[config.mk]
export PLATFORM = sky130hd
export DESIGN_NAME = stream_group_sum_flat
export DESIGN_NICKNAME = d
export VERILOG_FILES = /design/src/rtl/stream_group_sum_pkg.sv /design/src/rtl/stream_group_sum_if.sv /design/src/rtl/stream_group_sum_out_reg.sv /design/src/rtl/stream_group_sum.sv /design/src/flat_wrapper.sv
export SDC_FILE = /design/constraint.sdc
export NUM_CORES = 1
export LEC_CHECK = 0
export BUFFER_PORTS_ARGS = -buffer_cell sky130_fd_sc_hd__buf_2
export CAP_MARGIN = 15
export CORE_ASPECT_RATIO = 1.1
export CORE_MARGIN = 1
export CORE_UTILIZATION = 30
export CTS_CLUSTER_DIAMETER = 200
export DETAILED_ROUTE_END_ITERATION = 12
export SLEW_MARGIN = 10
export SYNTH_ARGS = -nofsm -noshare
export SYNTH_HDL_FRONTEND = slang
export SYNTH_HIERARCHICAL = 1
export SYNTH_SLANG_ARGS = --single-unit
[constraint.sdc]
create_clock -name clk -period 2.3 [get_ports clk]
set_clock_uncertainty 0.2 [all_clocks]
set_input_delay 0.115 -clock clk [delete_from_list [all_inputs] [get_ports clk]]
set_output_delay 0.115 -clock clk [all_outputs]
set_load 0.05 [all_outputs]
[src/rtl/stream_group_sum_pkg.sv]
// Shared types and helpers for the stream_group_sum stage.
package stream_group_sum_pkg;

  localparam int N_DEFAULT = 8;

  typedef enum logic [1:0] {
    ST_IDLE,
    ST_RUN,
    ST_DONE
  } state_e;

  // Counter width that stays at least one bit for degenerate ranges.
  function automatic int width_min1(input int n);
    return (n > 1) ? $clog2(n) : 1;
  endfunction

endpackage

[src/rtl/stream_group_sum_if.sv]
// Start/done handshake plus element input and sum output streams.
interface stream_group_sum_if #(
  parameter int N = 8
);
  logic         in_valid;
  logic         in_ready;
  logic         out_valid;
  logic         out_ready;
  logic [N-1:0] sIn;
  logic         sIn_valid;
  logic         sIn_ready;
  logic [N-1:0] sOut;
  logic         sOut_valid;
  logic         sOut_ready;

  modport master (
    output in_valid, out_ready, sIn, sIn_valid, sOut_ready,
    input  in_ready, out_valid, sIn_ready, sOut, sOut_valid
  );

  modport slave (
    input  in_valid, out_ready, sIn, sIn_valid, sOut_ready,
    output in_ready, out_valid, sIn_ready, sOut, sOut_valid
  );
endinterface

[src/rtl/stream_group_sum_out_reg.sv]
// Single-entry valid/ready holding register; a load wins over a drain so a
// same-cycle drain and reload keeps valid high with the new value.
module stream_group_sum_out_reg #(
  parameter int W = 8
) (
  input  logic         clk,
  input  logic         rst,
  input  logic         load_i,
  input  logic [W-1:0] data_i,
  input  logic         ready_i,
  output logic         valid_o,
  output logic [W-1:0] data_o
);
  logic         valid_q;
  logic [W-1:0] data_q;

  always_ff @(posedge clk) begin
    if (rst) begin
      valid_q <= 1'b0;
      data_q  <= '0;
    end else if (load_i) begin
      valid_q <= 1'b1;
      data_q  <= data_i;
    end else if (ready_i) begin
      valid_q <= 1'b0;
    end
  end

  assign valid_o = valid_q;
  assign data_o  = data_q;
endmodule

[src/rtl/stream_group_sum.sv]
// Sums consecutive groups of LEN elements and emits one sum per group;
// after GROUPS sums it signals done (GROUPS=0 runs forever).
//
//   state   | meaning
//   ST_IDLE | waiting for a start request, in_ready high
//   ST_RUN  | consuming elements and producing group sums
//   ST_DONE | last sum loaded; done raised once it has drained
module stream_group_sum
  import stream_group_sum_pkg::*;
#(
  parameter int N      = N_DEFAULT,
  parameter int LEN    = 2,
  parameter int GROUPS = 4
) (
  input logic               clk,
  input logic               rst,
  stream_group_sum_if.slave bus
);
  localparam int CNT_W = width_min1(LEN);
  localparam int GRP_W = width_min1(GROUPS + 1);
  localparam logic [CNT_W-1:0] CNT_LAST = CNT_W'(LEN - 1);
  localparam logic [GRP_W-1:0] GRP_LAST = GRP_W'(GROUPS - 1);

  state_e           state_q, state_d;
  logic [N-1:0]     acc_q, acc_d;
  logic [CNT_W-1:0] cnt_q, cnt_d;
  logic [GRP_W-1:0] grp_q, grp_d;

  logic         is_final;
  logic         sin_ready;
  logic         fire_in;
  logic         load_out;
  logic         sout_valid;
  logic         done_valid;
  logic [N-1:0] sum_w;

  assign is_final  = (cnt_q == CNT_LAST);
  assign sum_w     = acc_q + bus.sIn;
  // Only a final element needs room in the output register.
  assign sin_ready = (state_q == ST_RUN) & (~is_final | ~sout_valid | bus.sOut_ready);
  assign fire_in   = sin_ready & bus.sIn_valid;
  assign load_out  = fire_in & is_final;
  assign done_valid = (state_q == ST_DONE) & ~sout_valid;

  assign bus.sIn_ready  = sin_ready;
  assign bus.sOut_valid = sout_valid;
  assign bus.in_ready   = (state_q == ST_IDLE);
  assign bus.out_valid  = done_valid;

  stream_group_sum_out_reg #(
    .W(N)
  ) u_out_reg (
    .clk    (clk),
    .rst    (rst),
    .load_i (load_out),
    .data_i (sum_w),
    .ready_i(bus.sOut_ready),
    .valid_o(sout_valid),
    .data_o (bus.sOut)
  );

  always_comb begin
    state_d = state_q;
    acc_d   = acc_q;
    cnt_d   = cnt_q;
    grp_d   = grp_q;
    unique case (state_q)
      ST_IDLE: begin
        if (bus.in_valid) begin
          state_d = ST_RUN;
          acc_d   = '0;
          cnt_d   = '0;
          grp_d   = '0;
        end
      end
      ST_RUN: begin
        if (fire_in) begin
          if (is_final) begin
            acc_d = '0;
            cnt_d = '0;
            grp_d = grp_q + GRP_W'(1);
            if ((GROUPS != 0) && (grp_q == GRP_LAST)) state_d = ST_DONE;
          end else begin
            acc_d = sum_w;
            cnt_d = cnt_q + CNT_W'(1);
          end
        end
      end
      ST_DONE: begin
        if (done_valid && bus.out_ready) state_d = ST_IDLE;
      end
      default: state_d = ST_IDLE;
    endcase
  end

  always_ff @(posedge clk) begin
    if (rst) begin
      state_q <= ST_IDLE;
      acc_q   <= '0;
      cnt_q   <= '0;
      grp_q   <= '0;
    end else begin
      state_q <= state_d;
      acc_q   <= acc_d;
      cnt_q   <= cnt_d;
      grp_q   <= grp_d;
    end
  end
endmodule

[src/flat_wrapper.sv]
// flat-port wrapper written by rule: the top's interface ports become plain ports
module stream_group_sum_flat import stream_group_sum_pkg::*;
#(
  parameter int N      = N_DEFAULT,
  parameter int LEN    = 2,
  parameter int GROUPS = 4
)
  (clk, rst, bus_in_valid, bus_out_ready, bus_sIn, bus_sIn_valid, bus_sOut_ready, bus_in_ready, bus_out_valid, bus_sIn_ready, bus_sOut, bus_sOut_valid);
  stream_group_sum_if #(.N(N)) bus_i ();
  input logic clk;
  input logic rst;
  input wire logic [$bits(bus_i.in_valid)-1:0] bus_in_valid;
  input wire logic [$bits(bus_i.out_ready)-1:0] bus_out_ready;
  input wire logic [$bits(bus_i.sIn)-1:0] bus_sIn;
  input wire logic [$bits(bus_i.sIn_valid)-1:0] bus_sIn_valid;
  input wire logic [$bits(bus_i.sOut_ready)-1:0] bus_sOut_ready;
  output wire logic [$bits(bus_i.in_ready)-1:0] bus_in_ready;
  output wire logic [$bits(bus_i.out_valid)-1:0] bus_out_valid;
  output wire logic [$bits(bus_i.sIn_ready)-1:0] bus_sIn_ready;
  output wire logic [$bits(bus_i.sOut)-1:0] bus_sOut;
  output wire logic [$bits(bus_i.sOut_valid)-1:0] bus_sOut_valid;
  assign bus_i.in_valid = bus_in_valid;
  assign bus_i.out_ready = bus_out_ready;
  assign bus_i.sIn = bus_sIn;
  assign bus_i.sIn_valid = bus_sIn_valid;
  assign bus_i.sOut_ready = bus_sOut_ready;
  assign bus_in_ready = bus_i.in_ready;
  assign bus_out_valid = bus_i.out_valid;
  assign bus_sIn_ready = bus_i.sIn_ready;
  assign bus_sOut = bus_i.sOut;
  assign bus_sOut_valid = bus_i.sOut_valid;
  stream_group_sum #(.N(N), .LEN(LEN), .GROUPS(GROUPS)) u_core (.clk(clk), .rst(rst), .bus(bus_i));
endmodule
==> flow_summary.json, run 1 <==
{
  "worst_pin_slew_ns": 0.430,
  "cap_viol_max_count": 0,
  "fmax_ghz": 0.464,
  "seq_area_frac_synth_pct": 37.3,
  "yosys.area.top_type": "dfxtp_1",
  "area_delta_synth_final_pct": 19.7,
  "ys_ff_latch": 23,
  "wl_met3_um": 105,
  "synth_fa_ha_area_share_pct": 10.8,
  "synth_xor_xnor_area_share_pct": 4.26,
  "cts-buffers-inserted": 3,
  "start_util_pct": 31.1,
  "hpwl_mm": 2.03,
  "crit_start": "u_core/acc_q[0]$_SDFFE_PP0P_",
  "synth_commonest_cells": "dfxtp_1, nor2_1, ha_1, mux2i_1, a21oi_1",
  "cp_max_fo": 3,
  "ys_warn_count": 6,
  "cp.required_ns": 2.24,
  "antenna_found_initial": 0,
  "r2r_end": "u_core/u_out_reg/data_o[6]$_SDFFE_PP0P_",
  "die_w_um": 63.1,
  "cts_setup_buffers": 0,
  "cts_tree": "yes",
  "crit_type": "reg2reg",
  "gp_congestion": 0.830,
  "drt_pass1_iterations": 4,
  "grt_pass1_wl_mm": 4.46,
  "clk_path_buf_depth": 2,
  "core-area_sq_um": 3960,
  "route.met2.wl_mm": 1.20,
  "drcViolationCount": 0,
  "end_kind": "register",
  "placed_cell_area_sq_um": 1410,
  "arrival_ns": 2.10,
  "ant_nets": 0,
  "grt.total_usage_pct": 12.6,
  "num_rows": 24,
  "start_kind": "register",
  "crit_path_end": "u_core/u_out_reg/data_o[6]$_SDFFE_PP0P_",
  "powerDensity_nw_per_um2": 565,
  "synth_top_family_by_area": "compound AO/OA/AOI/OAI gates",
  "yosysMostFrequentCell": "dfxtp_1",
  "vias": 1011,
  "synthFlopType": "dfxtp_1",
  "syn_area_per_cell_sq_um": 9.49,
  "synth_top_area_share_pct": 37.3,
  "wire_per_inst_um": 12.5,
  "die_h_um": 69.3,
  "synth_edf_count": 0,
  "clk_pin_slew_worst_paths_ns": 0.08,
  "finalHoldViolations": 0,
  "rsz0062_at_grt": "false",
  "die_area_sq_um": 4370,
  "ir_drop_uv": 195,
  "tns_ns": 0,
  "syn-num-nets": 154,
  "fin_crit_sh_pct": 93.6,
  "total_power_uw": 834,
  "highest_layer": "met4",
  "hold_ws_ns": 0.0205,
  "synth_mux_area_share_pct": 7.30,
  "root_buffer": "clkbuf_8",
  "leakagePower_uw": 0.000661,
  "syn_inst": 130,
  "routed_wirelength_mm": 2.63,
  "drt-met1-wl_mm": 1.31,
  "hold_path_class": "in2reg",
  "netlist_top_cells_area": "dfxtp_1, ha_1, mux2i_1",
  "rrSetupSlack_ns": 0.15,
  "io_pins": 26,
  "worstReg2RegStart": "u_core/acc_q[0]$_SDFFE_PP0P_",
  "synth_compound_area_share_pct": 22.1,
  "period_minus_slack_ns": 2.15,
  "insertion_delay_ns": 0.26,
  "yosys.cell_types.count": 36,
  "io_buffers": 25,
  "drt_iter0_drc": 48,
  "grt_overflow_total": 0,
  "viasPerCell": 4.79,
  "setup_violations": 0,
  "cts_sinks": 23,
  "reg2reg_depth": 8,
  "final_core_util_pct": 37.2,
  "htreeDepth": 1,
  "syn_area_sq_um": 1230,
  "grt_pass1_vias": 1029,
  "synthSimpleGateAreaFrac_pct": 14.2,
  "design_area_sq_um": 1480,
  "slew_viol_final": 0,
  "drive_above_1_share_pct": 22.0,
  "status": "complete, no violations",
  "grt_max_degree": 18,
  "relSlewSlack_pct": 71.4,
  "num-nets-final": 184,
  "n_antenna_cell": 0,
  "synthArstFlopShare_pct": 0
}
[where the power goes]
group | switching [uW] | total (uW) | internal (uW) | leakage (uW)
Combinational | 88.0 | 156 | 68.5 | 0.000452
Clock | 121 | 245 | 123 | 0.0000228
Sequential | 16.3 | 433 | 417 | 0.000186
Total | 226 | 834 | 608 | 0.000661
[placed cells by master, fill, tap and decap left out, types with 2 or more instances in the layout]
master / synthesis / routed
a211oi_1: 2 / 2
a211oi_2: 2 / 2
a21o_1: 4 / 4
a21oi_1: 8 / 8
a21oi_2: 2 / 2
a22o_1: 6 / 6
a22oi_1: 2 / 2
and3b_1: 2 / 2
buf_2: 0 / 25
buf_4: 1 / 2
clkbuf_8: 0 / 3
dfxtp_1: 23 / 23
dlygate4sd3_1: 0 / 2
ha_1: 9 / 9
inv_1: 6 / 6
mux2i_1: 9 / 9
nand2_1: 4 / 4
nand2b_1: 5 / 5
nor2_1: 17 / 17
nor3_1: 2 / 2
o211ai_1: 2 / 2
o21ai_1: 2 / 2
o21bai_1: 2 / 2
xnor2_1: 4 / 4
xor2_1: 2 / 2
[final cells by class]
type                       count  area (sq um)
clock buffer                   4          45.0
fill                         426          2490
inverter                       6          22.5
multi-input combinational     97           723
sequential                    23           460
tap                           52          65.1
timing repair buffer          29           160
[through the flow]
stage / worst slack [ns] / instances
after floorplan: 0.293 / 130
after global placement: 0.207 / 205
after detailed placement: 0.177 / 205
after CTS: 0.143 / 211
after global routing: 0.0249 / 211
final: 0.146 / 211
[how the worst min path moves through the flow]
stage	from	end	slack (ns)	depth (start not counted)
2_1_floorplan	bus_in_valid	u_core/state_q[0]$_SDFFE_PP0P_	0.09	2
3_3_place_gp	bus_in_valid	u_core/state_q[0]$_SDFFE_PP0P_	0.21	3
3_5_place_dp	bus_sOut_ready	u_core/u_out_reg/valid_o$_SDFFE_PP0P_	0.25	3
4_1_cts	bus_sIn[0]	u_core/acc_q[0]$_SDFFE_PP0P_	0.03	3
5_1_grt	rst	u_core/grp_q[0]$_SDFFE_PP0P_	0.03	2
6_report	rst	u_core/grp_q[2]$_SDFFE_PP0P_	0.02	2
[metal layers]
layer  vias to the layer above  global-route usage (%)
li1                        525                       -
met1                       463                    16.4
met2                        21                    20.9
met3                         2                    2.47
met4                         0                    3.88
met5                         -                       0
[registers in the layout, summed over array words and instances (netlist names)]
signal and flops:
u_core/acc_q 8, u_core/cnt_q 1, u_core/grp_q 3, u_core/state_q 2, u_core/u_out_reg/data_o 8, u_core/u_out_reg/valid_o 1
[critical path: stages, from the launching register on]
cell	delay (ns)
dfxtp_1	0.32
ha_1	0.22
fa_1	0.43
a211oi_1	0.28
o21bai_1	0.11
a21oi_1	0.18
xnor2_1	0.10
mux2i_1	0.15
nor2_1	0.05
[cells by family (layout without fill, tap and decap cells)]
group	count (synthesis)	count (layout)
simple gates	35	35
xor+xnor	6	6
mux	9	9
buf+inv	10	39
compound gates	37	37
flops	23	23
fa+ha+maj	10	10
[what timing repair did]
action | CTS | global route
resized for setup | 0 | 0
endpoints found under the hold margin | 2 | 0
hold buffers | 2 | 0
(Power assumes the default switching activity.)
==> inputs of run 2 (changes only) <==
Settings changed: ABC_CLOCK_PERIOD_IN_PS set to 2300, CORE_MARGIN 1 to 8, SYNTH_HIERARCHICAL 1 to unset.
==> flow_summary.json, run 2 <==
{
  "status": "complete, no violations",
  "crit_path_end": "u_core.acc_q[6]$_SDFFE_PP0P_",
  "die_h_um": 83.1,
  "p_clk_share_pct": 31.2,
  "die_area_sq_um": 6400,
  "crit_type": "reg2reg",
  "rrSetupSlack_ns": 0.13,
  "wl_met3_um": 104,
  "wire_per_inst_um": 12.3,
  "design_area_sq_um": 1490,
  "grt_pass1_wl_mm": 5.02,
  "synth_compound_area_share_pct": 22.1,
  "ir_drop_uv": 176,
  "cts_sinks": 23,
  "worst_pin_slew_ns": 0.450,
  "crit_start": "u_core.acc_q[0]$_SDFFE_PP0P_",
  "period_minus_slack_ns": 2.17,
  "synthFlopType": "dfxtp_1",
  "yosys.area.top_type": "dfxtp_1",
  "synth_commonest_cells": "dfxtp_1, nand2_1, nor2_1",
  "syn_inst": 143,
  "htreeDepth": 1,
  "cts-buffers-inserted": 3,
  "drcViolationCount": 0,
  "r2r_end": "u_core.acc_q[6]$_SDFFE_PP0P_",
  "arrival_ns": 2.11,
  "drive_above_1_share_pct": 23.3,
  "clk_path_buf_depth": 2,
  "syn-num-nets": 167,
  "synthArstFlopShare_pct": 0,
  "relSlewSlack_pct": 70.0,
  "io_buffers": 25,
  "start_util_pct": 31.2,
  "final_common_cell": "buf_2",
  "drt_pass1_iterations": 4,
  "synth_xor_xnor_area_share_pct": 3.57,
  "placed_cell_area_sq_um": 1410,
  "seqPwrFrac_pct": 51.5,
  "core-area_sq_um": 3930,
  "drt_iter0_drc": 44,
  "syn_area_sq_um": 1230,
  "grt_pass1_vias": 1101,
  "n_antenna_cell": 0,
  "drt-met1-wl_mm": 1.33,
  "cts_setup_buffers": 0,
  "leakagePower_uw": 0.000650,
  "yosysMostFrequentCell": "dfxtp_1",
  "powerDensity_nw_per_um2": 541,
  "synth_top_family_by_area": "compound AO/OA/AOI/OAI gates",
  "synthSimpleGateAreaFrac_pct": 21.6,
  "p_int_uw": 585,
  "ys_warn_count": 0,
  "netlist_top_cells_area": "dfxtp_1, ha_1, a21oi_1",
  "io_pins": 26,
  "grt.total_usage_pct": 9.38,
  "antenna_found_initial": 0,
  "synth_top_area_share_pct": 37.5,
  "area_delta_synth_final_pct": 21.6,
  "seq_area_frac_synth_pct": 37.5,
  "synth_fa_ha_area_share_pct": 10.8,
  "p_sw_uw": 222,
  "viasPerCell": 4.82,
  "grt_max_degree": 26,
  "slew_viol_final": 0,
  "route.met2.wl_mm": 1.25,
  "vias": 1079,
  "num-nets-final": 197,
  "cts_tree": "yes",
  "hold_path_class": "in2reg",
  "fin_crit_sh_pct": 94.4,
  "hpwl_mm": 2.05,
  "reg2reg_depth": 7,
  "rsz0062_at_grt": "false",
  "start_kind": "register",
  "synth_edf_count": 0,
  "finalHoldViolations": 0,
  "hold_ws_ns": 0.0625,
  "fmax_ghz": 0.461,
  "cp_max_fo": 2,
  "netSwitchingFraction_pct": 27.6,
  "insertion_delay_ns": 0.26,
  "gp_congestion": 0.719,
  "num_rows": 24,
  "p_comb_share_pct": 17.3,
  "ant_nets": 0,
  "end_kind": "register",
  "tns_ns": 0,
  "highest_layer": "met4",
  "root_buffer": "clkbuf_8",
  "routed_wirelength_mm": 2.75,
  "clk_pin_slew_worst_paths_ns": 0.08,
  "worstReg2RegStart": "u_core.acc_q[0]$_SDFFE_PP0P_",
  "grt_overflow_total": 0,
  "ys_ff_latch": 23,
  "die_w_um": 77.0,
  "cap_viol_max_count": 0,
  "final_cell_mix": "buf_2, dfxtp_1, nand2_1, nor2_1, a21oi_1",
  "synth_mux_area_share_pct": 1.63,
  "yosys.cell_types.count": 38,
  "setup_violations": 0,
  "cp.required_ns": 2.24,
  "syn_area_per_cell_sq_um": 8.58
}
==> run 2: cell types whose count changed after synthesis, sizes merged, moves of 3 or more <==
cell and change:
nand2 +16, mux2i -7, a22o -6, a21oi +5
a22oi +5, inv -5, nand2b -4, a211oi -3
==> run 2: worst min-delay path by stage <==
stage | depth (start not counted) | endpoint | from | slack [ns]
finish | 2 | u_core.acc_q[5]$_SDFFE_PP0P_ | rst | 0.06
global placement | 3 | u_core.state_q[0]$_SDFFE_PP0P_ | bus_in_valid | 0.21
CTS | 4 | u_core.u_out_reg.data_o[0]$_SDFFE_PP0P_ | bus_sIn[0] | 0.07
global route | 4 | u_core.acc_q[0]$_SDFFE_PP0P_ | bus_sIn[0] | 0.09
floorplan | 1 | u_core.state_q[0]$_SDFFE_PP0P_ | rst | 0.005
detailed placement | 3 | u_core.state_q[0]$_SDFFE_PP0P_ | bus_in_valid | 0.21
==> run 2: layout make-up <==
class	instances	area [sq um]
flip-flops and latches	23	460
well taps	52	65.1
clock buffers	3	41.3
multi-input cells	113	739
clock inverters	1	5.00
repair buffers	31	178
inverters	1	3.75
fillers	420	2440
==> run 2: what timing repair did <==
item | in CTS | in global routing
hold buffers | 3 | 0
hold endpoints to repair | 3 | 0
setup endpoints to repair | 0 | 2
gates resized for setup | 0 | 2
==> run 2: through the flow <==
stage	utilization (%)	cells	total power (uW)	setup WS, ns
after floorplan	-	143	523	0.124
after global placement	35.8	217	560	0.0837
after detailed placement	35.8	217	561	0.0737
after CTS	37.8	224	817	0.0559
after global routing	37.9	224	852	0.00261
final	37.9	224	807	0.129
==> run 2: power by group through the flow <==
stage / registers, uW / clock network, uW / logic [uW]
2_1_floorplan: 430 / 0 / 93.5
3_3_place_gp: 425 / 0 / 135
3_5_place_dp: 425 / 0 / 135
4_1_cts: 416 / 262 / 140
5_1_grt: 418 / 276 / 158
6_report: 416 / 252 / 140
==> run 2: logic make-up after synthesis <==
kind of cell	count (synthesis)
XOR/XNOR	5
adder cells (fa/ha/maj)	10
AO/OA/AOI/OAI	40
flip-flops	23
buffers and inverters	7
AND/OR/NAND/NOR	56
multiplexers	2
==> run 2: critical path, stage by stage (launching register included) <==
cell     delay, ns
dfxtp_1       0.32
ha_1          0.21
fa_2          0.35
a21o_2        0.23
a221o_1       0.33
a21oi_2       0.14
xor2_1        0.19
o31ai_1       0.08
==> run 2: per-layer routing <==
metal,global-route usage [%],vias up
met5,0,-
met1,11.3,491
li1,-,564
met4,4.64,0
met3,1.72,5
met2,15.5,19
